**src/rtl/mc_ctrl_pkg.sv**
```systemverilog
// rtl/mc_ctrl_pkg.sv - shared types and encodings for the multicycle ARM-subset control unit
package mc_ctrl_pkg;

    typedef enum logic [3:0] {
        FETCH    = 4'd0,
        DECODE   = 4'd1,
        MEMADR   = 4'd2,
        MEMREAD  = 4'd3,
        MEMWB    = 4'd4,
        MEMWRITE = 4'd5,
        EXECR    = 4'd6,
        EXECI    = 4'd7,
        ALUWB    = 4'd8,
        BRANCH   = 4'd9
    } state_t;

    // Instruction class in op[27:26]; 11 is executed as a NOP
    localparam logic [1:0] OP_DP  = 2'b00;
    localparam logic [1:0] OP_MEM = 2'b01;
    localparam logic [1:0] OP_BR  = 2'b10;

    // ALUControl encodings
    localparam logic [1:0] ALU_ADD = 2'b00;
    localparam logic [1:0] ALU_SUB = 2'b01;
    localparam logic [1:0] ALU_AND = 2'b10;
    localparam logic [1:0] ALU_ORR = 2'b11;

    // Data-processing cmd field funct[4:1]
    localparam logic [3:0] CMD_AND = 4'b0000;
    localparam logic [3:0] CMD_SUB = 4'b0010;
    localparam logic [3:0] CMD_ADD = 4'b0100;
    localparam logic [3:0] CMD_ORR = 4'b1100;

    // Condition codes; 1111 is never executed
    localparam logic [3:0] COND_EQ = 4'b0000;
    localparam logic [3:0] COND_NE = 4'b0001;
    localparam logic [3:0] COND_CS = 4'b0010;
    localparam logic [3:0] COND_CC = 4'b0011;
    localparam logic [3:0] COND_MI = 4'b0100;
    localparam logic [3:0] COND_PL = 4'b0101;
    localparam logic [3:0] COND_VS = 4'b0110;
    localparam logic [3:0] COND_VC = 4'b0111;
    localparam logic [3:0] COND_HI = 4'b1000;
    localparam logic [3:0] COND_LS = 4'b1001;
    localparam logic [3:0] COND_GE = 4'b1010;
    localparam logic [3:0] COND_LT = 4'b1011;
    localparam logic [3:0] COND_GT = 4'b1100;
    localparam logic [3:0] COND_LE = 4'b1101;
    localparam logic [3:0] COND_AL = 4'b1110;

    // ResultSrc encodings
    localparam logic [1:0] RES_ALUOUT    = 2'b00;
    localparam logic [1:0] RES_DATA      = 2'b01;
    localparam logic [1:0] RES_ALURESULT = 2'b10;

    // ALUSrcB encodings
    localparam logic [1:0] SRCB_WD   = 2'b00;
    localparam logic [1:0] SRCB_IMM  = 2'b01;
    localparam logic [1:0] SRCB_FOUR = 2'b10;

endpackage

```
**src/rtl/cond_unit.sv**
```systemverilog
// rtl/cond_unit.sv - NZCV flag register, condition evaluation and architectural write gating
module cond_unit
    import mc_ctrl_pkg::*;
(
    input  logic       clk,
    input  logic       reset,
    input  logic [3:0] cond,
    input  logic [3:0] alu_flags,
    input  logic [1:0] flag_w,
    input  logic       pcs,
    input  logic       next_pc,
    input  logic       reg_w,
    input  logic       mem_w,
    input  logic       no_write,
    output logic       pc_write,
    output logic       reg_write,
    output logic       mem_write,
    output logic       cond_ex
);

    logic [3:0] flags;
    logic       n, z, c, v;

    assign {n, z, c, v} = flags;

    // Evaluate the instruction condition against the registered flags
    always_comb begin
        cond_ex = 1'b0;
        unique case (cond)
            COND_EQ: cond_ex = z;
            COND_NE: cond_ex = ~z;
            COND_CS: cond_ex = c;
            COND_CC: cond_ex = ~c;
            COND_MI: cond_ex = n;
            COND_PL: cond_ex = ~n;
            COND_VS: cond_ex = v;
            COND_VC: cond_ex = ~v;
            COND_HI: cond_ex = c & ~z;
            COND_LS: cond_ex = ~c | z;
            COND_GE: cond_ex = (n == v);
            COND_LT: cond_ex = (n != v);
            COND_GT: cond_ex = ~z & (n == v);
            COND_LE: cond_ex = z | (n != v);
            COND_AL: cond_ex = 1'b1;
            default: cond_ex = 1'b0;
        endcase
    end

    // Flags: NZ and CV halves written independently; flag_w is only nonzero in EXECR/EXECI
    always_ff @(posedge clk or negedge reset) begin
        if (!reset) begin
            flags <= 4'b0000;
        end else begin
            if (flag_w[1] && cond_ex) flags[3:2] <= alu_flags[3:2];
            if (flag_w[0] && cond_ex) flags[1:0] <= alu_flags[1:0];
        end
    end

    assign pc_write  = next_pc | (pcs & cond_ex);
    assign reg_write = reg_w & cond_ex & ~no_write;
    assign mem_write = mem_w & cond_ex;

endmodule

```
**src/rtl/mc_controller.sv**
```systemverilog
// rtl/mc_controller.sv - multicycle ARM-subset control FSM and decoders (CTRL_CMP_EN adds CMP)
module mc_controller
    import mc_ctrl_pkg::*;
#(
    parameter int FETCH_ONLY_ON_RESET = 1
) (
    input  logic        clk,
    input  logic        reset,
    input  logic [19:0] Instr,
    input  logic [3:0]  ALUFlags,
    output logic        PCWrite,
    output logic        AdrSrc,
    output logic        MemWrite,
    output logic        IRWrite,
    output logic [1:0]  RegSrc,
    output logic        RegWrite,
    output logic [1:0]  ImmSrc,
    output logic        ALUSrcA,
    output logic [1:0]  ALUSrcB,
    output logic [1:0]  ALUControl,
    output logic [1:0]  ResultSrc
);

    // Only FETCH is a supported reset state
    localparam state_t RESET_STATE = (FETCH_ONLY_ON_RESET == 1) ? FETCH : FETCH;

`ifdef CTRL_CMP_EN
    localparam logic [3:0] CMD_CMP = 4'b1010;
`endif

    logic [3:0] cond;
    logic [1:0] op;
    logic [5:0] funct;
    logic [3:0] rd;
    logic [3:0] cmd;
    logic       s_bit;
    logic       unused_instr;

    assign cond         = Instr[19:16];
    assign op           = Instr[15:14];
    assign funct        = Instr[13:8];
    assign rd           = Instr[3:0];
    assign cmd          = funct[4:1];
    assign s_bit        = funct[0];
    assign unused_instr = ^Instr[7:4];

    state_t     state, state_next;
    logic       next_pc, reg_w, mem_w, branch, alu_op;
    logic [1:0] main_alu_ctl;
    logic [1:0] dec_alu_ctl;
    logic [1:0] flag_w_dec;
    logic       no_write_dec;
    logic [1:0] flag_w;
    logic       no_write;
    logic       pcs;
    logic       cond_ex;

    // State register; reset aborts whatever instruction is in flight
    always_ff @(posedge clk or negedge reset) begin
        if (!reset) state <= RESET_STATE;
        else        state <= state_next;
    end

    // Next state and Moore control outputs
    always_comb begin
        state_next   = FETCH;
        AdrSrc       = 1'b0;
        IRWrite      = 1'b0;
        ALUSrcA      = 1'b0;
        ALUSrcB      = SRCB_WD;
        ResultSrc    = RES_ALUOUT;
        main_alu_ctl = ALU_ADD;
        next_pc      = 1'b0;
        reg_w        = 1'b0;
        mem_w        = 1'b0;
        branch       = 1'b0;
        alu_op       = 1'b0;
        unique case (state)
            FETCH: begin
                state_next = DECODE;
                IRWrite    = 1'b1;
                ALUSrcA    = 1'b1;
                ALUSrcB    = SRCB_FOUR;
                ResultSrc  = RES_ALURESULT;
                next_pc    = 1'b1;
            end
            DECODE: begin
                ALUSrcA   = 1'b1;
                ALUSrcB   = SRCB_FOUR;
                ResultSrc = RES_ALURESULT;
                unique case (op)
                    OP_DP:   state_next = funct[5] ? EXECI : EXECR;
                    OP_MEM:  state_next = MEMADR;
                    OP_BR:   state_next = BRANCH;
                    default: state_next = FETCH;
                endcase
            end
            MEMADR: begin
                state_next   = funct[0] ? MEMREAD : MEMWRITE;
                ALUSrcB      = SRCB_IMM;
                // U bit clear means a subtracted offset
                main_alu_ctl = funct[3] ? ALU_ADD : ALU_SUB;
            end
            MEMREAD: begin
                state_next = MEMWB;
                AdrSrc     = 1'b1;
            end
            MEMWB: begin
                ResultSrc = RES_DATA;
                reg_w     = 1'b1;
            end
            MEMWRITE: begin
                AdrSrc = 1'b1;
                mem_w  = 1'b1;
            end
            EXECR: begin
                state_next = ALUWB;
                alu_op     = 1'b1;
            end
            EXECI: begin
                state_next = ALUWB;
                ALUSrcB    = SRCB_IMM;
                alu_op     = 1'b1;
            end
            ALUWB: begin
                reg_w = 1'b1;
            end
            BRANCH: begin
                ALUSrcB   = SRCB_IMM;
                ResultSrc = RES_ALURESULT;
                branch    = 1'b1;
            end
            default: state_next = FETCH;
        endcase
    end

    // Data-processing decode of cmd/S; applied only where the FSM asks for it
    always_comb begin
        dec_alu_ctl  = ALU_ADD;
        flag_w_dec   = 2'b00;
        no_write_dec = 1'b0;
        unique case (cmd)
            CMD_ADD: begin
                dec_alu_ctl = ALU_ADD;
                flag_w_dec  = {s_bit, s_bit};
            end
            CMD_SUB: begin
                dec_alu_ctl = ALU_SUB;
                flag_w_dec  = {s_bit, s_bit};
            end
            CMD_AND: begin
                dec_alu_ctl = ALU_AND;
                flag_w_dec  = {s_bit, 1'b0};
            end
            CMD_ORR: begin
                dec_alu_ctl = ALU_ORR;
                flag_w_dec  = {s_bit, 1'b0};
            end
`ifdef CTRL_CMP_EN
            CMD_CMP: begin
                no_write_dec = 1'b1;
                if (s_bit) begin
                    dec_alu_ctl = ALU_SUB;
                    flag_w_dec  = 2'b11;
                end
            end
`endif
            default: no_write_dec = 1'b1;
        endcase
    end

    // NoWrite must still hold in ALUWB, so it follows the instruction class rather than alu_op
    assign ALUControl = alu_op ? dec_alu_ctl : main_alu_ctl;
    assign flag_w     = alu_op ? flag_w_dec : 2'b00;
    assign no_write   = (op == OP_DP) & no_write_dec;

    assign RegSrc[0] = (op == OP_BR);
    assign RegSrc[1] = (op == OP_MEM);
    assign ImmSrc    = op;

    assign pcs = ((rd == 4'd15) & reg_w) | branch;

    cond_unit u_cond (
        .clk       (clk),
        .reset     (reset),
        .cond      (cond),
        .alu_flags (ALUFlags),
        .flag_w    (flag_w),
        .pcs       (pcs),
        .next_pc   (next_pc),
        .reg_w     (reg_w),
        .mem_w     (mem_w),
        .no_write  (no_write),
        .pc_write  (PCWrite),
        .reg_write (RegWrite),
        .mem_write (MemWrite),
        .cond_ex   (cond_ex)
    );

endmodule

```
**config.mk**
```make
export PLATFORM = sky130hd
export DESIGN_NAME = mc_controller
export DESIGN_NICKNAME = d
export VERILOG_FILES = /design/src/rtl/mc_ctrl_pkg.sv /design/src/rtl/cond_unit.sv /design/src/rtl/mc_controller.sv
export SDC_FILE = /design/constraint.sdc
export NUM_CORES = 1
export LEC_CHECK = 0
export BUFFER_PORTS_ARGS = -buffer_cell sky130_fd_sc_hd__buf_2
export CAP_MARGIN = 25
export CORE_MARGIN = 2
export CORE_UTILIZATION = 47
export DETAILED_ROUTE_END_ITERATION = 8
export MAX_ROUTING_LAYER = met4
export PLACE_DENSITY = 0.93
export SETUP_SLACK_MARGIN = 0.5
export SYNTH_ARGS = -nofsm -noshare
export SYNTH_HDL_FRONTEND = slang
export SYNTH_SLANG_ARGS = --single-unit
```
**constraint.sdc**
```tcl
create_clock -name clk -period 5.7 [get_ports clk]
set_clock_uncertainty 0.2 [all_clocks]
set_input_delay 0.57 -clock clk [delete_from_list [all_inputs] [get_ports clk]]
set_output_delay 0.57 -clock clk [all_outputs]
set_load 0.02 [all_outputs]
```
==> results.md, run 1 <==
- VDD IR max: 225 uV
- Setup_tns: 0 ns
- Post-synth ARST share: 100%
- Nets: 164
- Clock transition at path regs: 0.05 ns
- Min cycle time layout: 2.86 ns
- Area contributors post-synth: dfrtp_1 (25%), mux2_1 (7.1%), nor2_1 (5.2%)
- Final WL: 1920 microns
- Layout cells sized above 1: 32.4%
- Fmax: 350 MHz
- Die W: 45.1 microns
- Rows: 14
- Synth unique cells: 35
- Critical Path Sink Type: output pin
- DRC Markers: 0
- Core box area: 1540 sq um
- Top-count cell post-synth: nor2_1
- Synthesized instance count: 102
- DRT iter0 DRCs: 22
- Final Wtd Congestion: 0.826
- DRT antenna net count: 0
- GRT Total Usage: 20.2%
- Max Cap Viol: 0
- H-tree depth: 1
- Status: complete, no violations
- Area post-placement: 965 sq um
- Inst Count DP: 148
- Number of diodes: 0
- Leakage power total: 0.491 nW
- Worst hold margin: 0.337 ns
- CTS Sinks: 8
- Count of flip-flops with a built-in enable after synthesis: 0
- Vias in the first global route: 750
- CP Class: register to output pin
- Synth area leader: dfrtp_1
- Pin slew with the least headroom to its limit: 0.497 ns
- DIE AREA: 2040 sq um
- CTS Root Cell: clkbuf_4
- Total gr overflow: 0
- Layout Cells excl Fill: 152
- Seq. cell area: 200 sq um
- Arrival @ worst endpoint: 2.09 ns
- First-pass GRT wire length: 3040 microns
- Post-route cell area: 997 sq um
- Fin. Hold Viols: 0
- Final slew viol count: 0
- Yosys warns: 0
- Syn nets: 128
- Register bit total from synthesis: 8
- Top-Level Pins: 42
- Critical Path Source Type: register
- First-pass detailed-route iteration total: 5
- Detailed Place HPWL: 1530 microns
- Later-pin clock latency in the skew report: 0.25 ns
- Vias/cell: 5.79
- Worst-path fanout max: 4
- DR WL/cell: 12.6 microns
- Area of the multi-input gates: 548 sq um
- Fillers: 125
- I/O Buffers: 37
- Pin count of the biggest net entering global routing: 17
- Most frequent cells after synthesis: nor2_1 (11), nand2_1 (9), dfrtp_1 (8), nand2b_1 (6)
- Sequential share of the synthesized area: 25.2%
- Final period util: 50.1%
- Endpoints failing setup: 0
- Via count: 880
- Worst hold path type: primary input to register
- CP required: 4.93 ns
- Synthesized area: 796 sq um
- Unrepaired setup endpoints after global routing: no
- Post-CTS Resized: 0
- Num CTS Buffers: 3
- Syn-to-layout area delta: 25.3%
- Post-Syn Area per Cell: 7.80 sq um
- Initial antenna violation count: 0
- Clock buffer depth: 2
- Pwr dens: 385 nW/um^2
- Slew margin rel.: 66.9%
- Die Span Y: 45.1 microns
- CTS tree: done
- Initial Util: 51.6%
- Share of the synthesized area in the top cell type: 25.2%
- Main flop type after synthesis: dfrtp_1
[report_power, final]
group / total (mW) / switching (mW) / internal, mW
Combinational: 0.231 / 0.138 / 0.0922
Clock: 0.0419 / 0.0179 / 0.0240
Sequential: 0.111 / 0.0390 / 0.0723
[sequential cells by signal (all words and copies together), names as in the netlist]
signal,cells
state,4
u_cond.flags,4
[cell families (layout without fill, tap and decap cells)]
family          count (synthesis)  in the layout  synth area share [%]
mux                             9              9                  12.1
compound gates                 22             22                  18.2
xor+xnor                        5              5                  5.50
buf+inv                        10             44                  5.97
simple gates                   48             48                  33.0
flops                           8              8                  25.2
[cells in the final DEF (no fill, tap or decap), types with 2 or more instances in the layout]
master | Yosys | routed
buf_2 | 2 | 37
nor2_1 | 11 | 11
nand2_1 | 9 | 9
dfrtp_1 | 8 | 8
nand2b_1 | 6 | 6
nor3_1 | 5 | 5
o21ai_0 | 5 | 5
nor3b_1 | 5 | 5
mux2_1 | 5 | 5
a21oi_1 | 4 | 4
mux2i_1 | 4 | 4
inv_1 | 3 | 3
xnor2_1 | 3 | 3
clkbuf_4 | 0 | 3
nor2b_1 | 2 | 2
or2_2 | 2 | 2
a31oi_1 | 2 | 2
o22ai_1 | 2 | 2
a211oi_1 | 2 | 2
xor2_1 | 2 | 2
a311oi_1 | 2 | 2
[metrics by stage]
| stage | total power [mW] | setup WS [ns] | util, % |
|---|---|---|---|
| global route | 0.407 | 2.66 | 64.7 |
| finish | 0.384 | 2.84 | 64.7 |
| detailed placement | 0.340 | 2.93 | 62.6 |
| CTS | 0.383 | 2.84 | 64.7 |
| floorplan | 0.273 | 2.89 | - |
| global placement | 0.331 | 2.96 | 62.6 |
[final timing paths]
path	from	end	slack, ns	cells after the start
worst min-delay path	ALUFlags[2]	u_cond.flags[2]	0.34	2
worst max register to register	state[3]	u_cond.flags[1]	3.43	5
worst max-delay path	u_cond.flags[0]	PCWrite	2.84	6
min in group asynchronous	reset	u_cond.flags[3]	0.48	2
max in group asynchronous	reset	u_cond.flags[1]	4.65	2
worst min register to register	u_cond.flags[3]	u_cond.flags[3]	0.36	1
[cell type report]
class                   instances  area share [%]
flip-flops and latches          8            20.1
repair buffers                 38            19.6
multi-input cells              84            55.0
well taps                      16            2.01
inverters                       3            1.13
clock buffers                   3            2.26
[layer usage]
layer	share of wire [%]	wire [microns]	track usage (%)
met1	45	856	25.1
met2	49	949	34.0
met4	0.42	8	5.88
met3	5.6	107	2.40
met5	0	0	-
[critical path, stage by stage, from the launching register on]
cell and delay, ns:
dfrtp_1 0.41, xnor2_1 0.31, o32ai_1 0.12, o311ai_1 0.46
and3_2 0.31, o21bai_1 0.07, buf_2 0.16
[timing repair]
item                                   in CTS  in global routing
hold buffers                                1                  0
endpoints found under the hold margin       8                  0
buffers inserted                            0                  0
Note: power is estimated with default switching activity, not from simulation.
==> run 2, diff against run 1 <==
Settings changed: CORE_UTILIZATION 47 to 44, PLACE_DENSITY 0.93 to 0.88.
Clock period 5.7 ns to 2.81 ns, I/O delays scaled along.
==> run 2 against run 1 <==
Against the previous run:
- combinational power rose by 120%
- power increased by 110%
- clock power grew 100%
- via count increased by 1.0%
- routed wire length grew 12%
- largest cell class unchanged
==> results.md, run 2 (synthesized netlist as in run 1, its figures left out) <==
- Status: complete, no violations
- Final period util: 83.1%
- CP Class: register to output pin
- Arrival @ worst endpoint: 1.85 ns (-0.24 ns)
- Pwr dens: 739 nW/um^2 (+92%)
- Top-Level Pins: 42 (unchanged)
- Layout Utilization: 65.1% (+0.44 points)
- Vias in the first global route: 765 (+2.0%)
- Clock power share: 10.4% (-0.5 points)
- DR WL/cell: 13.1 microns (+3.4%)
- Unrepaired setup endpoints after global routing: yes
- Via count: 889 (+1.0%)
- Die Span Y: 46.5 microns (+3.1%)
- First-pass detailed-route iteration total: 4 (-1)
- Number of diodes: 0 (unchanged)
- Layout Cells excl Fill: 164 (+7.9%)
- Reg-to-reg critical path startpoint: u_cond.flags[2]
- Num CTS Buffers: 3 (unchanged)
- DIE AREA: 2160 sq um (+6.2%)
- H-tree depth: 1 (unchanged)
- Pin slew with the least headroom to its limit: 0.504 ns (+0.00710 ns)
- Endpoints failing setup: 0 (unchanged)
- Worst reg2reg path depth: 6 (+1)
- CP required: 2.33 ns (-2.60 ns)
- Total gr overflow: 0 (unchanged)
- Layout cells sized above 1: 40.3% (+7.9 points)
- Slew margin rel.: 66.4% (-0.47 points)
- Area post-placement: 976 sq um (+1.2%)
- Inst Count DP: 157 (+6.1%)
- Final WL: 2150 microns (+12%)
- Leakage power total: 0.516 nW (+5.2%)
- CP Capture Point: PCWrite
- Post-route cell area: 1110 sq um (+12%)
- Reg-to-reg endpoint: u_cond.flags[0]
- Detailed Place HPWL: 1540 microns (+0.19%)
- Rows: 15 (+1)
- Final slew viol count: 0 (unchanged)
- Flop-to-flop setup slack: 0.52 ns (-2.91 ns)
- Top sig layer: met4
- CTS Root Cell: clkbuf_4
- Fmax: 428 MHz
- CTS tree: done
- Later-pin clock latency in the skew report: 0.25 ns (about the same)
- VDD IR max: 601 uV (+170%)
- DRT antenna net count: 0 (unchanged)
- I/O Buffers: 37 (unchanged)
- DRC Markers: 0 (unchanged)
- First-pass GRT wire length: 3330 microns (+9.5%)
- Clock transition at path regs: 0.05 ns (about the same)
- Initial Util: 46.6% (-5.0 points)
- GRT Total Usage: 21.8% (+1.6 points)
- Most common cell after layout, fill and taps aside: buf_2
- Min cycle time layout: 2.34 ns
- Core box area: 1710 sq um (+11%)
- Routed metal-1 wire length: 916 microns (+7.0%)
- DRT iter0 DRCs: 24 (+9.1%)
- Setup_tns: 0 ns (unchanged)
- Metal3 WL: 134 microns (+25%)
- CTS Sinks: 8 (unchanged)
- Max Cap Viol: 0 (unchanged)
- Critical Path Sink Type: output pin
- Initial antenna violation count: 0 (unchanged)
- Pin count of the biggest net entering global routing: 17 (unchanged)
- Fin. Hold Viols: 0 (unchanged)
- NetSw: 0.411 mW (+110%)
- Syn-to-layout area delta: 39.8%
- Wire length on met2: 1070 microns (+13%)
- Final Wtd Congestion: 0.881 (+6.6%)
- Commonest non-fill, non-tap cells in the layout: buf_2 (34), nor2_1 (11), nand2_1 (9)
- Die W: 46.5 microns (+3.1%)
- WHS Path Cells: 2 (unchanged)
- Largest registers: state: 4 flops, u_cond.flags: 4 flops
- Worst-path fanout max: 4 (unchanged)
- Nets: 167 (+1.8%)
- Critical path origin: u_cond.flags[3]
- Vias/cell: 5.42 (-6.4%)
- Switch share: 50.0% (-0.95 points)
- Sequential group share of total power: 27.8% (-1.2 points)
- Critical Path Source Type: register
- Int Power: 0.412 mW (+120%)
- Worst hold path type: primary input to register
- Clock buffer depth: 2 (unchanged)
- Combinational share of power: 61.8% (+1.7 points)
run 2: worst max-delay path, stage by stage (launching register included):
cell      delay (ns)
dfrtp_2         0.45
xnor2_4         0.22
o32ai_2         0.12
o311ai_4        0.34
and3_4          0.26
o21bai_1        0.06
buf_4           0.15
run 2: worst min-delay path by stage:
stage	startpoint	to	slack (ns)
6_report	ALUFlags[2]	u_cond.flags[2]	0.05
5_1_grt	ALUFlags[1]	u_cond.flags[1]	0.05
4_1_cts	ALUFlags[2]	u_cond.flags[2]	0.05
3_5_place_dp	reset	state[3]	-0.07
3_3_place_gp	reset	state[3]	-0.08
2_1_floorplan	reset	state[0]	-0.21
run 2: per-layer routing:
layer	GRT usage, %	vias to the layer above
li1	-	444
met2	32.8	36
met5	-	-
met1	30.1	405
met4	9.14	0
met3	1.18	4
run 2: power groups by stage:
stage	registers [mW]	logic (mW)	clock network (mW)
3_5_place_dp	0.225	0.458	0
5_1_grt	0.234	0.550	0.0937
4_1_cts	0.222	0.490	0.0881
6_report	0.229	0.508	0.0857
3_3_place_gp	0.221	0.448	0
2_1_floorplan	0.170	0.384	0
run 2: timing repair:
item / CTS / global route
endpoints found under the hold margin: 8 / 0
resized for setup: 9 / 7
hold buffers: 1 / 0
setup buffers: 2 / 1
gates cloned: 0 / 0
endpoints found under the setup margin: 8 / 7
pin swaps: 2 / 3
run 2: area by class of cell:
cell class / count / area, sq um
tap: 25 / 31.3
sequential: 8 / 201
fill: 135 / 596
clock buffer: 3 / 22.5
multi-input combinational: 84 / 621
timing repair buffer: 41 / 225
inverter: 3 / 11.3
run 2: metrics by stage:
stage	power (mW)	hold WS (ns)	setup slack (ns)
3_5_place_dp	0.683	-0.0706	0.499
3_3_place_gp	0.669	-0.0766	0.552
5_1_grt	0.878	0.0540	0.388
2_1_floorplan	0.554	-0.215	0.576
4_1_cts	0.800	0.0460	0.480
6_report	0.823	0.0464	0.475
